`config.mk`:
```
export PLATFORM = sky130hd
export DESIGN_NAME = plpbot_uart_tx_arbiter
export DESIGN_NICKNAME = d
export VERILOG_FILES = /design/src/rtl/plpbot_uart_tx_arbiter.sv
export SDC_FILE = /design/constraint.sdc
export NUM_CORES = 1
export LEC_CHECK = 0
export CAP_MARGIN = 20
export CORE_ASPECT_RATIO = 0.7
export CORE_MARGIN = 5
export CORE_UTILIZATION = 44
export CTS_BUF_LIST = sky130_fd_sc_hd__clkbuf_4
export CTS_CLUSTER_DIAMETER = 50
export DETAILED_ROUTE_END_ITERATION = 12
export GPL_TIMING_DRIVEN = 0
export PLACE_DENSITY = 0.87
export SETUP_SLACK_MARGIN = 0.3
export SLEW_MARGIN = 20
export SYNTH_ARGS = -nofsm -noshare
export SYNTH_HDL_FRONTEND = slang
export SYNTH_SLANG_ARGS = --single-unit
```
`constraint.sdc`:
```
create_clock -name clk -period 2 [get_ports clk]
set_input_delay 0.4 -clock clk [delete_from_list [all_inputs] [get_ports clk]]
set_output_delay 0.4 -clock clk [all_outputs]
set_load 0.02 [all_outputs]
```
`src/rtl/plpbot_uart_tx_arbiter.sv`:
```
// Round-robin arbiter feeding one plpbot UART transmitter from four byte producers.
// Define PLPBOT_UART_ARB_PRIO_EN to make requester 0 a fixed high-priority source.
module plpbot_uart_tx_arbiter (
  input  logic        clk,
  input  logic        rst,
  input  logic [3:0]  req,
  input  logic [31:0] req_data,
  output logic [3:0]  ack,
  input  logic        cts,
  output logic        send,
  output logic [7:0]  tx_byte,
  output logic        busy,
  output logic [1:0]  grant_id,
  output logic [15:0] tx_count
);

  typedef enum logic [1:0] {
    StIdle,
    StSend,
    StWaitBusy,
    StWaitDone
  } state_t;

  // WAIT_BUSY cycles tolerated with cts still high before re-strobing send.
  localparam logic [1:0] WaitBusyLast = 2'd2;

  state_t      state_q, state_d;
  logic [1:0]  ptr_q, ptr_d;
  logic [3:0]  ack_q, ack_d;
  logic        send_q, send_d;
  logic [7:0]  tx_byte_q, tx_byte_d;
  logic [1:0]  grant_q, grant_d;
  logic [15:0] count_q, count_d;
  logic [1:0]  wb_cnt_q, wb_cnt_d;

  logic [1:0]  win;
  logic [7:0]  win_byte;
  logic        ptr_adv;

  // First set bit of r at or after p, searching upward modulo 4.
  function automatic logic [1:0] rr_pick(input logic [3:0] r, input logic [1:0] p);
    logic [1:0] idx;
    logic [1:0] pick;
    logic       found;
    pick  = p;
    found = 1'b0;
    for (int k = 0; k < 4; k++) begin
      idx = p + 2'(k);
      if (!found && r[idx]) begin
        pick  = idx;
        found = 1'b1;
      end
    end
    return pick;
  endfunction

`ifdef PLPBOT_UART_ARB_PRIO_EN
  // Requester 0 pre-empts the rotation and never moves the pointer.
  assign win     = req[0] ? 2'd0 : rr_pick({req[3:1], 1'b0}, ptr_q);
  assign ptr_adv = (grant_q != 2'd0);
`else
  assign win     = rr_pick(req, ptr_q);
  assign ptr_adv = 1'b1;
`endif

  assign win_byte = req_data[{win, 3'b000} +: 8];

  always_comb begin
    state_d   = state_q;
    ptr_d     = ptr_q;
    ack_d     = 4'b0000;
    send_d    = 1'b0;
    tx_byte_d = tx_byte_q;
    grant_d   = grant_q;
    count_d   = count_q;
    wb_cnt_d  = wb_cnt_q;

    unique case (state_q)
      StIdle: begin
        if (cts && (req != 4'b0000)) begin
          ack_d     = 4'b0001 << win;
          tx_byte_d = win_byte;
          grant_d   = win;
          state_d   = StSend;
        end
      end
      StSend: begin
        send_d   = 1'b1;
        wb_cnt_d = 2'd0;
        state_d  = StWaitBusy;
      end
      StWaitBusy: begin
        if (!cts) begin
          state_d = StWaitDone;
        end else if (wb_cnt_q == WaitBusyLast) begin
          // Core missed the strobe; try again with no retry limit.
          state_d = StSend;
        end else begin
          wb_cnt_d = wb_cnt_q + 2'd1;
        end
      end
      StWaitDone: begin
        if (cts) begin
          if (ptr_adv) begin
            ptr_d = grant_q + 2'd1;
          end
          count_d = count_q + 16'd1;
          state_d = StIdle;
        end
      end
      default: state_d = StIdle;
    endcase
  end

  // State follows the data bus, which changes on the falling edge.
  always_ff @(negedge clk) begin
    if (rst) begin
      state_q   <= StIdle;
      ptr_q     <= 2'd0;
      ack_q     <= 4'b0000;
      send_q    <= 1'b0;
      tx_byte_q <= 8'h00;
      grant_q   <= 2'd0;
      count_q   <= 16'h0000;
      wb_cnt_q  <= 2'd0;
    end else begin
      state_q   <= state_d;
      ptr_q     <= ptr_d;
      ack_q     <= ack_d;
      send_q    <= send_d;
      tx_byte_q <= tx_byte_d;
      grant_q   <= grant_d;
      count_q   <= count_d;
      wb_cnt_q  <= wb_cnt_d;
    end
  end

  assign ack      = ack_q;
  assign send     = send_q;
  assign tx_byte  = tx_byte_q;
  assign busy     = (state_q != StIdle);
  assign grant_id = grant_q;
  assign tx_count = count_q;

endmodule
```
==> impl_metrics.ini, run 1 <==
[floorplanning]
die_w_um = 85.3
row_count = 19
die_y_um = 62.7
start_util_pct = 45.0
io_pins = 71

[synthesis]
netlist_instances = 191
yosysSeqAreaShare_pct = 42.4
synthesis.area_mm2 = 0.00175
syn_area_per_cell_um2 = 9.14
yosysWarnings = 0
synth-main-ff-cell = dfxtp_1
synth_seq_cells = 37
synth_edf_count = 0
synthArstFlopShare_pct = 0
ys_types = 41
syn_nets = 232

[run_status]
error = [ERROR DPL-0038] Utilization greater than 100%, impossible to legalize
haltStage = global routing
status = stopped before the end

[place]
gp_congestion = 0.803
dp_slack_ns = -1.41
dp_hpwl_mm = 3.64
place_area_mm2 = 0.00272
port_buffers = 69

[sta]
worst_path_end_type = output port
postGrtWorstEndpoint = busy

[clock_network]
cts.sinks = 37
root_buffer = clkbuf_4
cts_hold_buf = 0
cts_buffers = 5
cts_buffer_depth = 2
htreeDepth = 2

[global_route]
grt_max_degree = 12
## what timing repair did
action | 4_1_cts
resized for setup | 274
setup buffers | 32
setup endpoints to repair | 68
pin swaps | 22
hold endpoints to repair | 0
cloned | 2
## logic make-up after synthesis
kind of cell / count (synthesis) / share of synthesized area, %
AOI/OAI and AO/OA: 27 / 12.7
xor gates and xnor gates: 16 / 8.03
adders and majority gates: 2 / 1.43
buffers and inverters: 16 / 4.01
DFF: 37 / 42.4
muxes: 20 / 11.5
and+or+nand+nor: 73 / 19.9
## Yosys cell counts (all sizes together) (2+ instances only)
library cell   n  area share, %
a2bb2oi        2            1.0
mux2i         19             11
dfxtp         37             42
xnor2          6            3.0
nand2b         3            1.1
ha             2            1.4
clkbuf         3           0.65
o21ai          2           0.57
inv            8            1.7
o22ai          2           0.72
o221ai         8            4.4
nand2         15            3.2
or2            2           0.72
nor3           6            2.3
xor2          10            5.0
nor2          31            6.7
nand3          3           0.86
nand4          5            1.8
a21oi          5            1.4
and3           3            1.1
buf            5            1.6
## per-stage QoR
step | cells | setup TNS, ns | util [%]
floorplan | 191 | -9.89 | -
global placement | 312 | -48.36 | 70.3
detailed placement | 312 | -49.23 | 70.3
CTS | 390 | -13.34 | 89.8
==> run 2, diff against run 1 <==
==> config.mk (replaced) <==
export PLATFORM = sky130hd
export DESIGN_NAME = plpbot_uart_tx_arbiter
export DESIGN_NICKNAME = d
export VERILOG_FILES = /design/src/rtl/plpbot_uart_tx_arbiter.sv
export SDC_FILE = /design/constraint.sdc
export NUM_CORES = 1
export LEC_CHECK = 0
export CAP_MARGIN = 20
export CORE_MARGIN = 5
export CORE_UTILIZATION = 40
export DETAILED_ROUTE_END_ITERATION = 12
export GPL_TIMING_DRIVEN = 0
export PLACE_DENSITY_LB_ADDON = 0.15
export SLEW_MARGIN = 20
export SYNTH_ARGS = -nofsm -noshare
export SYNTH_HDL_FRONTEND = slang
export SYNTH_SLANG_ARGS = --single-unit
==> impl_metrics.ini, run 2 <==
[run_status]
status = finished with violations
violations = setup timing

[floorplanning]
start_util_pct = 40.6
die_y_um = 76.1
coreArea_mm2 = 0.00429
die-area_mm2 = 0.00578
io_pins = 71
die_w_um = 76.1
row_count = 24

[clock_network]
root_buffer = clkbuf_8
clk_pin_slew_ns = 0.03
clk_latency_ns = 0.36
htreeDepth = 2
cts_buffer_depth = 2
cts_buffers = 5
cts_tree = built
cts.sinks = 37
cts_hold_buf = 0

[route]
drcViolationCount = 0
ant_nets = 0
first_pass_iters = 4
vias_per_cell = 5.05
wirelength_mm = 6.34
wl_per_cell_um = 16.0
vias = 1999
dr.first_iter.drc_count = 76

[global_route]
grt_pass1_wl_mm = 9.74
grt_pass1_vias = 2150
grtUsageTotal_pct = 20.5
grt_max_degree = 11
antenna_found_initial = 0
grt-ovfl-total = 0

[synthesis]
synth_compound_area_share_pct = 12.7
synthTopCellsByCount = dfxtp_1, nor2_1, mux2i_1, nand2_1, xor2_1
synth_edf_count = 0
synthesis.area_mm2 = 0.00175
netlist_instances = 191
ys_types = 41
syn_area_per_cell_um2 = 9.14
yosysMostFrequentCell = dfxtp_1
synth_seq_cells = 37
yosysWarnings = 0
yosysSeqAreaShare_pct = 42.4
synth-main-ff-cell = dfxtp_1
synth_top_area_share_pct = 42.4
yosysTopAreaCell = dfxtp_1
synthMuxAreaShare_pct = 11.5
synthArstFlopShare_pct = 0
synth_top_family_by_area = simple AND/OR/NAND/NOR gates
synth_fa_ha_area_share_pct = 1.43
netlist_top_cells_area = dfxtp_1, mux2i_1, nor2_1, xor2_1, o221ai_1
synthSimpleGateAreaFrac_pct = 19.9
syn_nets = 232
synth-xor-area-share_pct = 8.03

[sta]
slew-limit-headroom_pct = 73.0
setup_viol = 58
tns_ns = -12.92
layout_setup_ws_ns = -0.494
worstMarginPinSlew_ns = 0.404
slew_violations = 0
rsz0062_at_grt = true
fin_skew_ns = 0.0220
hold_viol = 0

[final_layout]
insertedDiodeCount = 0
final_cell_mix = inv_1, buf_6, clkdlybuf4s50_1, buf_4, nor2_1
fin_nets = 384
syn_to_final_growth_pct = 105
regArea_um2 = 808
multi_input_area_mm2 = 0.00126
finalNonFillerCells = 396
fillers = 244
drive_gt1_share_pct = 49.4
largest_register_ffs = 16

[place]
placedCellCount = 312
gp_congestion = 0.793
port_buffers = 69
dp_hpwl_mm = 3.40

[pwr]
vdd.ir_drop.worst_mv = 0.423
power_density_mw_per_mm2 = 578
p_leak_nw = 1.61
power_mw = 2.07

[run]
maxCapViolCount = 0

[setup_path]
startpoint_type = primary input
cp_max_fo = 7
critPathKind = primary input to flip-flop
end_kind = flip-flop
reg2reg_slack_ns = 0.13
required_ns = 1.21
arrival_ns = 1.71

[min_path]
hold_path.class = flip-flop to flip-flop
==> run 2: cell counts after synthesis <==
No cell type changed its count.
==> run 2: where the power goes <==
group | internal (mW) | switching (mW) | leakage (nW)
Sequential | 0.764 | 0.0209 | 0.319
Combinational | 0.279 | 0.215 | 1.05
Clock | 0.330 | 0.459 | 0.249
Total | 1.37 | 0.696 | 1.61
==> run 2: cell type report <==
cell class / instances / area share (%)
plain buffers: 8 / 1.92
clock buffers: 5 / 1.92
clock inverters: 40 / 4.20
inverters: 7 / 0.734
multi-input cells: 138 / 35.2
flip-flops and latches: 37 / 22.6
well taps: 52 / 1.82
repair buffers: 109 / 31.6
==> run 2: final timing paths <==
path	start	end	cells past startpoint
setup reg to reg	ptr_q[1]	tx_byte[3]	6
hold reg to reg	tx_byte[2]	tx_byte[2]	2
hold / removal	tx_byte[2]	tx_byte[2]	2
setup / recovery	req[3]	tx_byte[3]	7
==> run 2: kinds of logic after synthesis <==
kind of cell,count (synthesis)
buf+inv,16
mux,20
simple gates,73
compound gates,27
fa+ha+maj,2
xor+xnor,16
flops,37
==> run 2: critical path, cell delays in order <==
cell and delay [ns]:
buf_12 0.09, nand2b_4 0.14, nand2_4 0.05, a221oi_4 0.38
buf_6 0.23, mux2i_1 0.28, o221ai_2 0.13
==> run 2: timing repair <==
| item | CTS | global route |
|---|---|---|
| gates resized for setup | 300 | 36 |
| pin swaps | 20 | 18 |
| buffers inserted | 31 | 8 |
| cloned | 3 | 0 |
| setup endpoints to repair | 68 | 57 |
==> run 2: routing by layer <==
metal  up-vias  global-route usage (%)  wire length (um)
met2        70                    35.3              3520
li1        972                       -                 -
met1       945                    21.1              2430
met3        12                    8.51               275
met5         -                       0                 0
met4         0                    10.3               116
==> run 2: per-stage QoR <==
step	hold WS, ns	setup slack (ns)	cell area, um^2	utilization, %
after floorplan	0.481	-0.576	1810	-
after global placement	0.442	-1.40	2560	59.6
after detailed placement	0.452	-1.43	2560	59.6
after CTS	0.462	-0.469	3340	77.7
after global routing	0.483	-0.510	3580	83.3
final	0.463	-0.494	3580	83.3
No activity file was read; power rests on OpenSTA's default activity.
==> run 3, diff against run 2 <==
--- a/config.mk
+++ b/config.mk
@@ -11,6 +11,7 @@
 export DETAILED_ROUTE_END_ITERATION = 12
 export GPL_TIMING_DRIVEN = 0
 export PLACE_DENSITY_LB_ADDON = 0.15
+export SETUP_SLACK_MARGIN = 0.15
 export SLEW_MARGIN = 20
 export SYNTH_ARGS = -nofsm -noshare
 export SYNTH_HDL_FRONTEND = slang
==> impl_metrics.ini, run 3 (synthesis results as in run 2) <==
[run_status]
status = finished with violations
violations = setup timing

[place]
port_buffers = 69
placedCellCount = 312
dp_slack_ns = -1.41
place_area_mm2 = 0.00260
gp_congestion = 0.803
dp_hpwl_mm = 3.46

[clock_network]
root_buffer = clkbuf_8
cts_hold_buf = 0
cts.sinks = 37
htreeDepth = 2
cts_buffer_depth = 2
cts_tree = built
cts_buffers = 5
clk_pin_slew_ns = 0.05
clk_latency_ns = 0.39

[setup_path]
cp_max_fo = 6
end_kind = flip-flop
cp_num_buf_inv = 2
required_ns = 1.28
cpLargestDelayFamily = simple AND/OR/NAND/NOR gates
startpoint_type = primary input
arrival_ns = 1.78
crit_chain = buf_12, nor3_4, a31oi_1, a21o_1, or4_4, buf_8, o221ai_4
critPathKind = primary input to flip-flop
cp_slowest_cell = or4_4
max_stage_delay_ns = 0.46

[route]
drcViolationCount = 0
vias = 2163
vias_per_cell = 5.37
wl_per_cell_um = 19.4
first_pass_iters = 4
dr.first_iter.drc_count = 85
wirelength_mm = 7.83
ant_nets = 0

[sta]
layout_setup_ws_ns = -0.499
worstMarginPinSlew_ns = 0.453
rsz0062_at_grt = true
slew_violations = 0
slew-limit-headroom_pct = 69.8
setup_viol = 58
hold_viol = 0
tns_ns = -14.72
holdWs_ns = 0.473
fin_skew_ns = 0.0258

[pwr]
p_leak_nw = 1.73
power_mw = 2.48
vdd.ir_drop.worst_mv = 0.585
power_density_mw_per_mm2 = 660

[global_route]
antenna_found_initial = 0
grt-ovfl-total = 0
grt_max_degree = 13
grtUsageTotal_pct = 22.2
grt_pass1_wl_mm = 10.5
grt_pass1_vias = 2199

[final_layout]
largest_register_ffs = 16
fillers = 211
fin_area_mm2 = 0.00376
drive_gt1_share_pct = 54.4
final_cell_mix = buf_6, inv_1, clkdlybuf4s50_1, buf_4, nor2_1
final_common_cell = buf_6
fin_nets = 391
final_util_pct = 87.6
syn_to_final_growth_pct = 116
insertedDiodeCount = 0
finalNonFillerCells = 403

[floorplanning]
die_w_um = 76.1
coreArea_mm2 = 0.00429
io_pins = 71
die-area_mm2 = 0.00578
row_count = 24
start_util_pct = 40.6
die_y_um = 76.1

[min_path]
hold_path.class = flip-flop to flip-flop

[run]
maxCapViolCount = 0
[run 3: worst reg2reg max path: cells and delay by family (launching register included)]
kind / cells / cell delay [ns]
compound gates: 4 / 0.68
buf+inv: 1 / 0.24
flops: 1 / 0.59
mux: 1 / 0.30
[run 3: layer usage]
layer	part of all wire (%)	global-route usage (%)
met3	4.7	7.45
met4	3.8	11.9
met2	56	39.6
met5	0	0
met1	35	22.7
[run 3: power by group]
part / switching, mW / total [mW] / internal (mW)
combinational: 0.235 / 0.520 / 0.286
clock: 0.579 / 1.18 / 0.599
sequential: 0.0218 / 0.784 / 0.763
total: 0.835 / 2.48 / 1.65
[run 3: repair_timing]
action                                  in CTS  in global routing
endpoints found under the setup margin      68                 65
cloned                                       3                  0
buffers inserted                            34                 10
resized for setup                          305                 36
pin swaps                                   25                 19
[run 3: worst paths after layout]
| check | slack [ns] | depth (start not counted) | endpoint | startpoint |
|---|---|---|---|---|
| max | -0.50 | 7 | tx_byte[1] | req[3] |
| min | 0.47 | 2 | tx_byte[7] | tx_byte[7] |
| max reg2reg | 0.07 | 6 | tx_byte[1] | ptr_q[1] |
| min reg2reg | 0.47 | 2 | tx_byte[7] | tx_byte[7] |
[run 3: final cells by class]
type | count | area (um^2) | share of cell area, %
multi-input cells | 138 | 1290 | 34.3
repair buffers | 116 | 1200 | 32.0
flip-flops and latches | 37 | 806 | 21.4
clock inverters | 40 | 208 | 5.52
plain buffers | 8 | 93.8 | 2.49
clock buffers | 5 | 68.8 | 1.83
well taps | 52 | 65.1 | 1.73
inverters | 7 | 28.8 | 0.765
